**src/rtl/mdu_pkg.sv**
```systemverilog
// mdu_pkg: shared op encodings, FSM states and HI/LO write-enable bit positions
package mdu_pkg;

    localparam logic [1:0] MDU_MULT  = 2'b00;
    localparam logic [1:0] MDU_MULTU = 2'b01;
    localparam logic [1:0] MDU_DIV   = 2'b10;
    localparam logic [1:0] MDU_DIVU  = 2'b11;

    localparam int HILO_HI = 1;
    localparam int HILO_LO = 0;

    typedef enum logic [1:0] {
        MDU_IDLE,
        MDU_CALC,
        MDU_FIX,
        MDU_DONE
    } mduState_t;

endpackage

```
**src/rtl/mdu_iter.sv**
```systemverilog
// mdu_iter: iterative bit-serial multiply/divide unit with HI/LO result registers
module mdu_iter
    import mdu_pkg::*;
#(
    parameter int WIDTH = 32
) (
    input  logic             clk,
    input  logic             rst,
    input  logic             start,
    input  logic [1:0]       op,
    input  logic [WIDTH-1:0] a,
    input  logic [WIDTH-1:0] b,
    input  logic             flush,
    input  logic [1:0]       hilo_we,
    input  logic [WIDTH-1:0] hilo_wdata,
    output logic             busy,
    output logic             ready,
    output logic [WIDTH-1:0] hi,
    output logic [WIDTH-1:0] lo
);

    localparam int CW = $clog2(WIDTH + 1);
    localparam logic [CW-1:0] LAST = CW'(WIDTH - 1);

    mduState_t state, nextState;
    logic [CW-1:0] cnt;
    // acc[2W:W] is the product high half or the W+1-bit remainder,
    // acc[W-1:0] the multiplier being consumed or the dividend/quotient
    logic [2*WIDTH:0] acc;
    logic [WIDTH-1:0] mb;
    logic isDiv, negRes, negRem;
    logic accept, isSigned, noBorrow;
    logic [WIDTH-1:0] absA, absB, quo, remd, fixHi, fixLo;
    logic [WIDTH:0] addA, addB, shifted;
    logic [WIDTH+1:0] sum;
    logic [2*WIDTH:0] accStep;
    logic [2*WIDTH-1:0] prodFix;

    assign accept   = start && !flush && (state == MDU_IDLE || state == MDU_DONE);
    assign isSigned = !op[0];
    assign absA     = (isSigned && a[WIDTH-1]) ? -a : a;
    assign absB     = (isSigned && b[WIDTH-1]) ? -b : b;

    // one shared W+1-bit adder: add for shift-add multiply, subtract (carry = no borrow) for division
    assign shifted  = {acc[2*WIDTH-1:WIDTH], acc[WIDTH-1]};
    assign addA     = isDiv ? shifted : acc[2*WIDTH:WIDTH];
    assign addB     = isDiv ? ~{1'b0, mb} : {1'b0, mb};
    assign sum      = {1'b0, addA} + {1'b0, addB} + {{(WIDTH+1){1'b0}}, isDiv};
    assign noBorrow = sum[WIDTH+1];
    assign accStep  = isDiv ? {noBorrow ? sum[WIDTH:0] : shifted, acc[WIDTH-2:0], noBorrow}
                    : acc[0] ? {1'b0, sum[WIDTH:0], acc[WIDTH-1:1]} : {1'b0, acc[2*WIDTH:1]};

    // sign correction applied while in FIX
    assign prodFix  = negRes ? -acc[2*WIDTH-1:0] : acc[2*WIDTH-1:0];
    assign quo      = acc[WIDTH-1:0];
    assign remd     = acc[2*WIDTH-1:WIDTH];
    assign fixLo    = isDiv ? (negRes ? -quo : quo) : prodFix[WIDTH-1:0];
    assign fixHi    = isDiv ? (negRem ? -remd : remd) : prodFix[2*WIDTH-1:WIDTH];

    // next-state logic; flush overrides everything
    always_comb begin
        nextState = state;
        if (flush)
            nextState = MDU_IDLE;
        else if (accept)
            nextState = MDU_CALC;
        else if (state == MDU_CALC && cnt == LAST)
            nextState = MDU_FIX;
        else if (state == MDU_FIX)
            nextState = MDU_DONE;
        else if (state == MDU_DONE)
            nextState = MDU_IDLE;
    end

    // state, datapath and registered busy/ready
    always_ff @(posedge clk or posedge rst) begin
        if (rst) begin
            state  <= MDU_IDLE;
            cnt    <= '0;
            acc    <= '0;
            mb     <= '0;
            isDiv  <= 1'b0;
            negRes <= 1'b0;
            negRem <= 1'b0;
            busy   <= 1'b0;
            ready  <= 1'b0;
        end else begin
            state <= nextState;
            busy  <= nextState == MDU_CALC || nextState == MDU_FIX;
            ready <= nextState == MDU_DONE;
            if (accept) begin
                acc    <= {{(WIDTH+1){1'b0}}, absA};
                mb     <= absB;
                isDiv  <= op[1];
                // a zero divisor keeps the all-ones quotient unnegated
                negRes <= isSigned && (a[WIDTH-1] ^ b[WIDTH-1]) && |b;
                negRem <= isSigned && a[WIDTH-1];
                cnt    <= '0;
            end else if (state == MDU_CALC) begin
                acc <= accStep;
                cnt <= cnt + 1'b1;
            end
        end
    end

    // HI/LO: completion beats MTHI/MTLO on the same edge
    always_ff @(posedge clk or posedge rst) begin
        if (rst) begin
            hi <= '0;
            lo <= '0;
        end else if (nextState == MDU_DONE) begin
            hi <= fixHi;
            lo <= fixLo;
        end else begin
            if (hilo_we[HILO_HI]) hi <= hilo_wdata;
            if (hilo_we[HILO_LO]) lo <= hilo_wdata;
        end
    end

endmodule

```
**config.mk**
```make
export PLATFORM = sky130hd
export DESIGN_NAME = mdu_iter
export DESIGN_NICKNAME = d
export VERILOG_FILES = /design/src/rtl/mdu_pkg.sv /design/src/rtl/mdu_iter.sv
export SDC_FILE = /design/constraint.sdc
export NUM_CORES = 1
export LEC_CHECK = 0
export BUFFER_PORTS_ARGS = -buffer_cell sky130_fd_sc_hd__buf_2
export CAP_MARGIN = 30
export CORE_MARGIN = 3
export CORE_UTILIZATION = 65
export CTS_BUF_LIST = sky130_fd_sc_hd__clkbuf_4 sky130_fd_sc_hd__clkbuf_8
export CTS_CLUSTER_DIAMETER = 40
export DETAILED_ROUTE_END_ITERATION = 10
export PLACE_DENSITY = 0.88
export SLEW_MARGIN = 20
export SYNTH_ARGS = -nofsm -noshare
export SYNTH_HDL_FRONTEND = slang
export SYNTH_SLANG_ARGS = --single-unit
```
**constraint.sdc**
```tcl
create_clock -name clk -period 9.45 [get_ports clk]
set_clock_uncertainty 0.05 [all_clocks]
set_input_delay 0.4725 -clock clk [delete_from_list [all_inputs] [get_ports clk]]
set_output_delay 0.4725 -clock clk [all_outputs]
set_load 0.01 [all_outputs]
```
# Word-level counts from Yosys, hierarchy flattened
# Index checks and enable logic that the tools add are counted.
# word_totals
in_bits	104
reg_bits	174
out_inout_bits	66
# classes
n_reduce_logical	16
n_bitwise	2
n_eq_ne	7
n_mux	25
add_sub_neg	8
# ops
op	count
$mux W32	10
$mux W65	3
$mux W64	2
$neg A32 Y32	4
$mux W33	3
$neg A64 Y64	1
$add A33 B33 Y34	1
$add A34 B1 Y34	1
$not A32 Y33	1
$reduce_or A32 Y1	1
$mux W6	2
$mux W2	5
$eq A2 B2 Y1 const B	4
$logic_and A1 B1 Y1	7
$add A6 B1 Y6 const B	1
$eq A6 B5 Y1 const B	1
$reduce_bool A2 Y1	3
$eq A2 B1 Y1 const B	2
$logic_not A1 Y1	2
$logic_not A2 Y1	1
$logic_or A1 B1 Y1	2
$xor A1 B1 Y1	1

# Depth between registers and ports, before layout
# Gate-level depths: netlist (run 1).
# logic_depth
ltp_word	8
ltp_mapped	17
depth_no_buf	12

# Worst setup path after synthesis (run 1)
# OpenSTA, ideal clock, no wires.
# synth_path
path_kind	flip-flop to flip-flop
start	reg isDiv
end	reg acc[52]
arrival_time_ns	4.672
n_path_buf	6
setup_ns	0.126
setup_slack_ns	4.602
required_time_ns	9.274
path_stages_with_launch	18
period_less_slack_ns	4.848
path_cell_list	dfrtp_1 > clkbuf_1 > clkbuf_1 > buf_1 > buf_1 > clkbuf_1 > xor2_1 > ha_1 > a21oi_1 > o21ai_0 > a221oi_1 > a21boi_0 > o211ai_1 > a211o_1 > buf_1 > mux2i_1 > nor2_1 > a221o_1
# synth_via
elab_chain_cells	7
elab_cells_between_ends	9
cone_classes	add/sub (2); mux (7)
# synth_lines
item	line	rtl
start: declaration	mdu_iter.sv:31	logic isDiv, negRes, negRem;
start signal: assignment	mdu_iter.sv:94	isDiv <= op[1];
$mux W33 (on tied branches)	mdu_iter.sv:46, mdu_iter.sv:47	
$add A33 B33 Y34	mdu_iter.sv:48	assign sum = {1'b0, addA} + {1'b0, addB} + {{(WIDTH+1){1'b0}}, isDiv};
$add A34 B1 Y34	mdu_iter.sv:48	
$mux W64 / $mux W33 (equally long branches)	mdu_iter.sv:51, mdu_iter.sv:50	
$mux W65 *	mdu_iter.sv:50	assign accStep = isDiv ? {noBorrow ? sum[WIDTH:0] : shifted, acc[WIDTH-2:0], noBorrow}
$mux W65 *	mdu_iter.sv:99	end else if (state == MDU_CALC) begin
$mux W65 *	mdu_iter.sv:91	if (accept) begin
end signal: assignment	mdu_iter.sv:92	acc <= {{(WIDTH+1){1'b0}}, absA};
end signal: assignment	mdu_iter.sv:100	acc <= accStep;
end: declaration	mdu_iter.sv:29	logic [2*WIDTH:0] acc;
# Every way passes the cells marked *; elsewhere a longest branch is shown, timed or not. The select of a mux whose other input is x is not followed.
# A chain may end at the register's enable or synchronous reset.

# Final worst setup path (run 1)
# layout_path
start	reg isDiv
end	reg acc[40]
# The elaborated chain is that of the path after synthesis.

==> metrics.cfg, run 1 <==
[power]
clkPwrFrac_pct = 13.6
p_int_mw = 2.095
p_sw_mw = 2.091
power_frac_comb_pct = 56.3
sw_frac_of_total_pct = 49.96
p_leak_nw = 6.583
ir_drop_uv = 164.7
power_frac_seq_pct = 30.2
powerDensity_nw_per_um2 = 277.6

[clock_tree]
clk_transition_reported_paths_ps = 110
cts_root_buffer = clkbuf_8
cts_buffer_depth = 2
cts_resized = 0
insertion_delay_ps = 500
cts_sinks = 174
cts_inserted_buffers = 17
cts_htree_levels = 4
cts_tree = built

[logic_synthesis]
ys.flop_type = dfrtp_1
synth_cell_types = 65
synth_area_per_cell_um2 = 8.339
synth_edf_count = 0
syn_nets = 1783
synth-seq-cells = 174
synth_cells = 1639
synth-warning-count = 0
yosys.area.top_type = dfrtp_1
post-synth-top-count-cell = nand2_1
synth.top_cell.area_share_pct = 31.86
async_reset_ff_share_pct = 100.0
yosys-top-cells-count = nand2_1 (207), o21ai_0 (189), dfrtp_1 (174), mux2i_1 (110), a21oi_1 (106)
yosysSeqAreaShare_pct = 31.86
syn_area_um2 = 13670
ys_top_cells_by_area = dfrtp_1 (32%), mux2i_1 (8.1%), o21ai_0 (6.9%), xnor2_1 (6.0%), xor2_1 (5.8%)

[floorplan]
die_height_um = 151.0
die_area_um2 = 22800
std_cell_rows = 52
num_io_pins = 170
die_w_um = 151.0
fp.coreArea_um2 = 20430
initial_core_util_pct = 66.90

[outcome]
status = finished, final reports clean

[worst_setup_path]
reg2reg_slack_ps = 4390
r2r_cells = 13
cp_data_required_time_ps = 9800
crit_type = reg -> reg
start_kind = register
cp_max_fo = 49
crit_arrival_ps = 5400
endpoint_kind = register
r2r-start = isDiv
r2r-end = acc[40]

[finish]
diodes = 0
final_nets = 1869
area_growth_pct = 10.33
fin_util_pct = 73.81
drive_above_1_share_pct = 15.65
fill_cells = 1552
final_cell_count_no_fill = 2008

[detailed_routing]
drc_errors = 0
drtPass1Iterations = 6
drt_iter0_drc = 1587
wl_mm = 38.82
vias = 13080
drt-wirelength-per-cell_um = 19.33
viasPerCell = 6.514
ant_nets = 0

[global_route]
grt_max_degree = 130
overflow = 0
grt_usage_pct = 33.43
antenna_found_initial = 0
grt_pass1_vias = 11850
grt_pass1_wl_mm = 61.08

[timing]
holdWs_ps = 152.4
period_share_pct = 53.50
final.setup.tns_ps = 0
rsz0062_at_grt = false
finalSetupViolations = 0
fmaxAchievable_mhz = 197.8
relSlewSlack_pct = 41.76
fin_ws_ps = 4394
hold_violations = 0
worst_slew_pin_slew_ps = 871.9
fin_crit_ps = 5056
drv_slew = 0

[placed_design]
place_inst = 1970
numPortBuffers = 169
dpl.hpwl_mm = 28.47
dp_slack_ps = 4322
place_congestion = 0.9446

[hold_path]
holdPathStages = 2
hold_class = in -> reg
min_delay_worst_endpoint = state[1]
hold_start = flush

[flow_run]
maxCapViolCount = 0

## power by group through the flow
stage | combinational, mW | sequential, mW | clock (mW)
floorplan | 1.85 | 1.06 | 0
global placement | 2.22 | 1.25 | 0
detailed placement | 2.28 | 1.26 | 0
CTS | 2.30 | 1.25 | 0.565
global route | 2.58 | 1.28 | 0.596
finish | 2.36 | 1.26 | 0.568
## how the worst max path moves through the flow
stage               start       to
floorplan             rst   acc[0]
global placement    isDiv  acc[40]
detailed placement  isDiv  acc[48]
CTS                 isDiv  acc[40]
global route        isDiv  acc[40]
finish              isDiv  acc[40]
## state kept, by name, summed over array words and instances (netlist names)
register / cells
acc: 65
busy: 1
cnt: 6
hi: 32
isDiv: 1
lo: 32
mb: 32
negRem: 1
negRes: 1
ready: 1
state: 2
## cells by family (layout without fill, tap and decap cells)
kind of cell             after synthesis  after routing  synth area share (%)
AO/OA/AOI/OAI                        479            479                 21.34
AND/OR/NAND/NOR                      477            477                 16.44
XOR/XNOR                             183            183                 11.73
flip-flops                           174            174                 31.86
multiplexers                         145            145                 10.94
buffers and inverters                141            240                 3.982
adder cells (fa/ha/maj)               40             40                 3.717
## what timing repair did
item | 4_1_cts | 5_1_grt
endpoints found under the hold margin | 0 | 28
setup buffers | 0 | 0
hold buffers | 0 | 1
setup endpoints to repair | 0 | 0
## cell usage in the layout, fill, tap and decap left out, types with 25 or more instances in the layout
cell,n
a211oi_1,30
mux2_2,35
nor2b_1,25
a21oi_1,106
ha_1,37
dfrtp_1,173
buf_2,169
mux2i_1,110
xnor2_1,93
o21ai_0,189
o211ai_1,40
nor2_1,90
xor2_1,90
nand2_1,207
## final cells by class
type / instances / area, um2 / share of cell area (%)
multi-input combinational: 1324 / 8790 / 58.29
sequential: 174 / 4358 / 28.90
timing repair buffer: 188 / 1074 / 7.119
tap: 270 / 337.8 / 2.240
clock buffer: 17 / 234.0 / 1.552
clock inverter: 15 / 206.4 / 1.369
inverter: 20 / 80.08 / 0.5310
## through the flow
step           cell area [um2]  total power [mW]
3_3_place_gp             14490             3.475
2_1_floorplan            13670             2.914
4_1_cts                  14950             4.114
5_1_grt                  15080             4.458
6_report                 15080             4.186
3_5_place_dp             14510             3.544
## per-layer routing
| metal | vias up | routed length (um) | global-route usage [%] |
|---|---|---|---|
| met5 | - | 0 | 0 |
| met4 | 0 | 1117 | 11.42 |
| met3 | 111 | 3437 | 5.566 |
| met2 | 677 | 17830 | 52.40 |
| met1 | 6221 | 16430 | 47.25 |
| li1 | 6072 | - | - |
## critical path: stages, from the launching register on
cell      delay (ps)
dfrtp_4          770
buf_4            560
mux2_2           400
ha_1             370
a21oi_1          220
o21ai_0          220
a221oi_1         400
a21boi_0         230
o211ai_1         390
a211o_1          550
buf_8            240
mux2i_1          190
nand2_1           70
a32o_1           270
Power figures use the tool's default switching activity.
==> run 2: changes to the inputs <==
Settings changed: CORE_UTILIZATION 65 to 55, PLACE_DENSITY 0.88 to 0.79.
Clock period 9.45 ns to 4.6 ns, I/O delays scaled along.
==> metrics.cfg, run 2 (same netlist as run 1, synthesis figures left out) <==
[outcome]
status = finished with violations
violations = hold timing

[worst_setup_path]
slowest_delay_ps = 780  ; about the same
crit_arrival_ps = 4500  ; -900 ps
crit_top_cell = a21oi_1
crit_buf_inv = 1  ; -1
start_kind = register
endpoint_kind = register
cp_data_required_time_ps = 4910  ; -4890 ps
slowest_stage = dfrtp_4
crit_type = reg -> reg
r2r-end = acc[47]
reg2reg_slack_ps = 420  ; -3980 ps
r2r_cells = 12  ; -1
cp_cell_sequence = mux2_2, ha_1, a21oi_1, o21ai_0, a221oi_1, a21boi_0, o211ai_1, a211o_1, buf_12, mux2i_1, a21oi_1, a22o_1
cp_max_fo = 40  ; -18%
r2r-start = isDiv
cp_top_family = compound AO/OA/AOI/OAI gates

[detailed_routing]
drt-wirelength-per-cell_um = 18.86  ; -2.4%
drt_iter0_drc = 1447  ; -8.8%
drtPass1Iterations = 6  ; unchanged
wl_mm = 39.62  ; +2.1%
drc_errors = 0  ; unchanged
vias = 13050  ; -0.26%
viasPerCell = 6.213  ; -4.6%
ant_nets = 0  ; unchanged

[timing]
fin_crit_ps = 4183  ; -873.1 ps
rsz0062_at_grt = false
drv_slew = 0  ; unchanged
worst_slew_pin_slew_ps = 1015  ; +143.5 ps
fmaxAchievable_mhz = 239.1  ; +21%
finalSetupViolations = 0  ; unchanged
fin_ws_ps = 417.2  ; -3977 ps
final.setup.tns_ps = 0  ; unchanged
period_share_pct = 90.93  ; +37 points
holdWs_ps = -103.5  ; -255.9 ps
relSlewSlack_pct = 32.31  ; -9.4 points
hold_violations = 64  ; +64

[placed_design]
numPortBuffers = 169  ; unchanged
place_inst = 2035  ; +3.3%
dpl.hpwl_mm = 29.20  ; +2.5%
place_congestion = 0.9473  ; +0.29%
dp_slack_ps = 518.6  ; -3804 ps

[hold_path]
hold_class = in -> async

[clock_tree]
cts_root_buffer = clkbuf_8
cts_inserted_buffers = 17  ; unchanged
insertion_delay_ps = 490  ; about the same
clk_transition_reported_paths_ps = 120  ; about the same
cts_buffer_depth = 2  ; unchanged
cts_resized = 0  ; unchanged
cts_sinks = 174  ; unchanged
cts_htree_levels = 4  ; unchanged
cts_tree = built

[floorplan]
fp.coreArea_um2 = 24390  ; +19%
std_cell_rows = 57  ; +9.6%
num_io_pins = 170  ; unchanged
die_area_um2 = 26780  ; +17%
die_w_um = 163.6  ; +8.4%
initial_core_util_pct = 56.04  ; -11 points
die_height_um = 163.6  ; +8.4%

[global_route]
antenna_found_initial = 0  ; unchanged
overflow = 0  ; unchanged
grt_pass1_wl_mm = 63.00  ; +3.2%
grt_pass1_vias = 11990  ; +1.2%
grt_max_degree = 175  ; +35%
grt_usage_pct = 29.25  ; -4.2 points

[flow_run]
maxCapViolCount = 0  ; unchanged

[power]
powerDensity_nw_per_um2 = 560.2  ; +100%
clkPwrFrac_pct = 12.9  ; -0.7 points
ir_drop_uv = 275.4  ; +67%
p_leak_nw = 6.722  ; +2.1%
power_frac_comb_pct = 57.0  ; +0.7 points
power_frac_seq_pct = 30.1  ; about the same
p_sw_mw = 4.312  ; +110%
p_int_mw = 4.340  ; +110%
sw_frac_of_total_pct = 49.84  ; -0.12 points

[finish]
drive_above_1_share_pct = 15.83  ; +0.18 points
fin_util_pct = 63.33  ; -10 points
final_cell_mix = nand2_1 (207), o21ai_0 (189), dfrtp_1 (173)
largest_reg_flops = 65  ; unchanged
top_register = acc
final_cell_count_no_fill = 2100  ; +4.6%
layout_commonest_cell = nand2_1
area_growth_pct = 13.01
fill_cells = 2121  ; +37%
final_nets = 1906  ; +2.0%

[run 2: worst min-delay path, cell delays in order]
cell and delay [ps]:
buf_2 110, clkinvlp_4 70, buf_12 570
[run 2: metal layers]
metal / up-vias / GRT usage, % / part of all wire (%)
li1: 6155 / - / -
met1: 6158 / 42.11 / 44
met2: 635 / 44.51 / 44
met3: 99 / 4.920 / 8.9
met4: 0 / 10.30 / 3.3
met5: - / 0 / 0
[run 2: timing repair]
item,4_1_cts,5_1_grt
endpoints found under the hold margin,34,0
buffers inserted,0,0
hold buffers,30,0
[run 2: how the worst max path moves through the flow]
| stage | to | cells past startpoint | start | slack [ps] |
|---|---|---|---|---|
| finish | acc[47] | 12 | isDiv | 420 |
| global route | acc[44] | 12 | isDiv | 120 |
| CTS | acc[47] | 12 | isDiv | 500 |
| detailed placement | acc[47] | 12 | isDiv | 520 |
| global placement | acc[48] | 12 | isDiv | 650 |
| floorplan | acc[58] | 16 | isDiv | 6 |
[run 2: cell type report]
class | instances | area (um2) | area share (%)
diodes | 1 | 2.502 | 0.01620
clock buffers | 17 | 234.0 | 1.515
clock inverters | 15 | 180.2 | 1.166
inverters | 20 | 78.83 | 0.5103
multi-input cells | 1324 | 8792 | 56.92
flip-flops and latches | 174 | 4358 | 28.21
well taps | 324 | 405.4 | 2.625
repair buffers | 225 | 1395 | 9.032
[run 2: power by group through the flow]
stage                     Combinational (mW)  Sequential (mW)  Clock (mW)
after floorplan                         3.80             2.18           0
after global placement                  4.62             2.58           0
after detailed placement                4.75             2.60           0
after CTS                               4.79             2.57        1.13
after global routing                    5.39             2.66        1.19
final                                   4.93             2.61        1.12
[run 2: stage by stage]
| stage | total power [mW] | area [um2] | hold slack, ps |
|---|---|---|---|
| finish | 8.653 | 15450 | -103.5 |
| global route | 9.238 | 15440 | 7.015 |
| CTS | 8.493 | 15410 | 0.2588 |
| detailed placement | 7.345 | 14700 | 430.4 |
| global placement | 7.196 | 14700 | 428.7 |
| floorplan | 5.987 | 13680 | 261.4 |
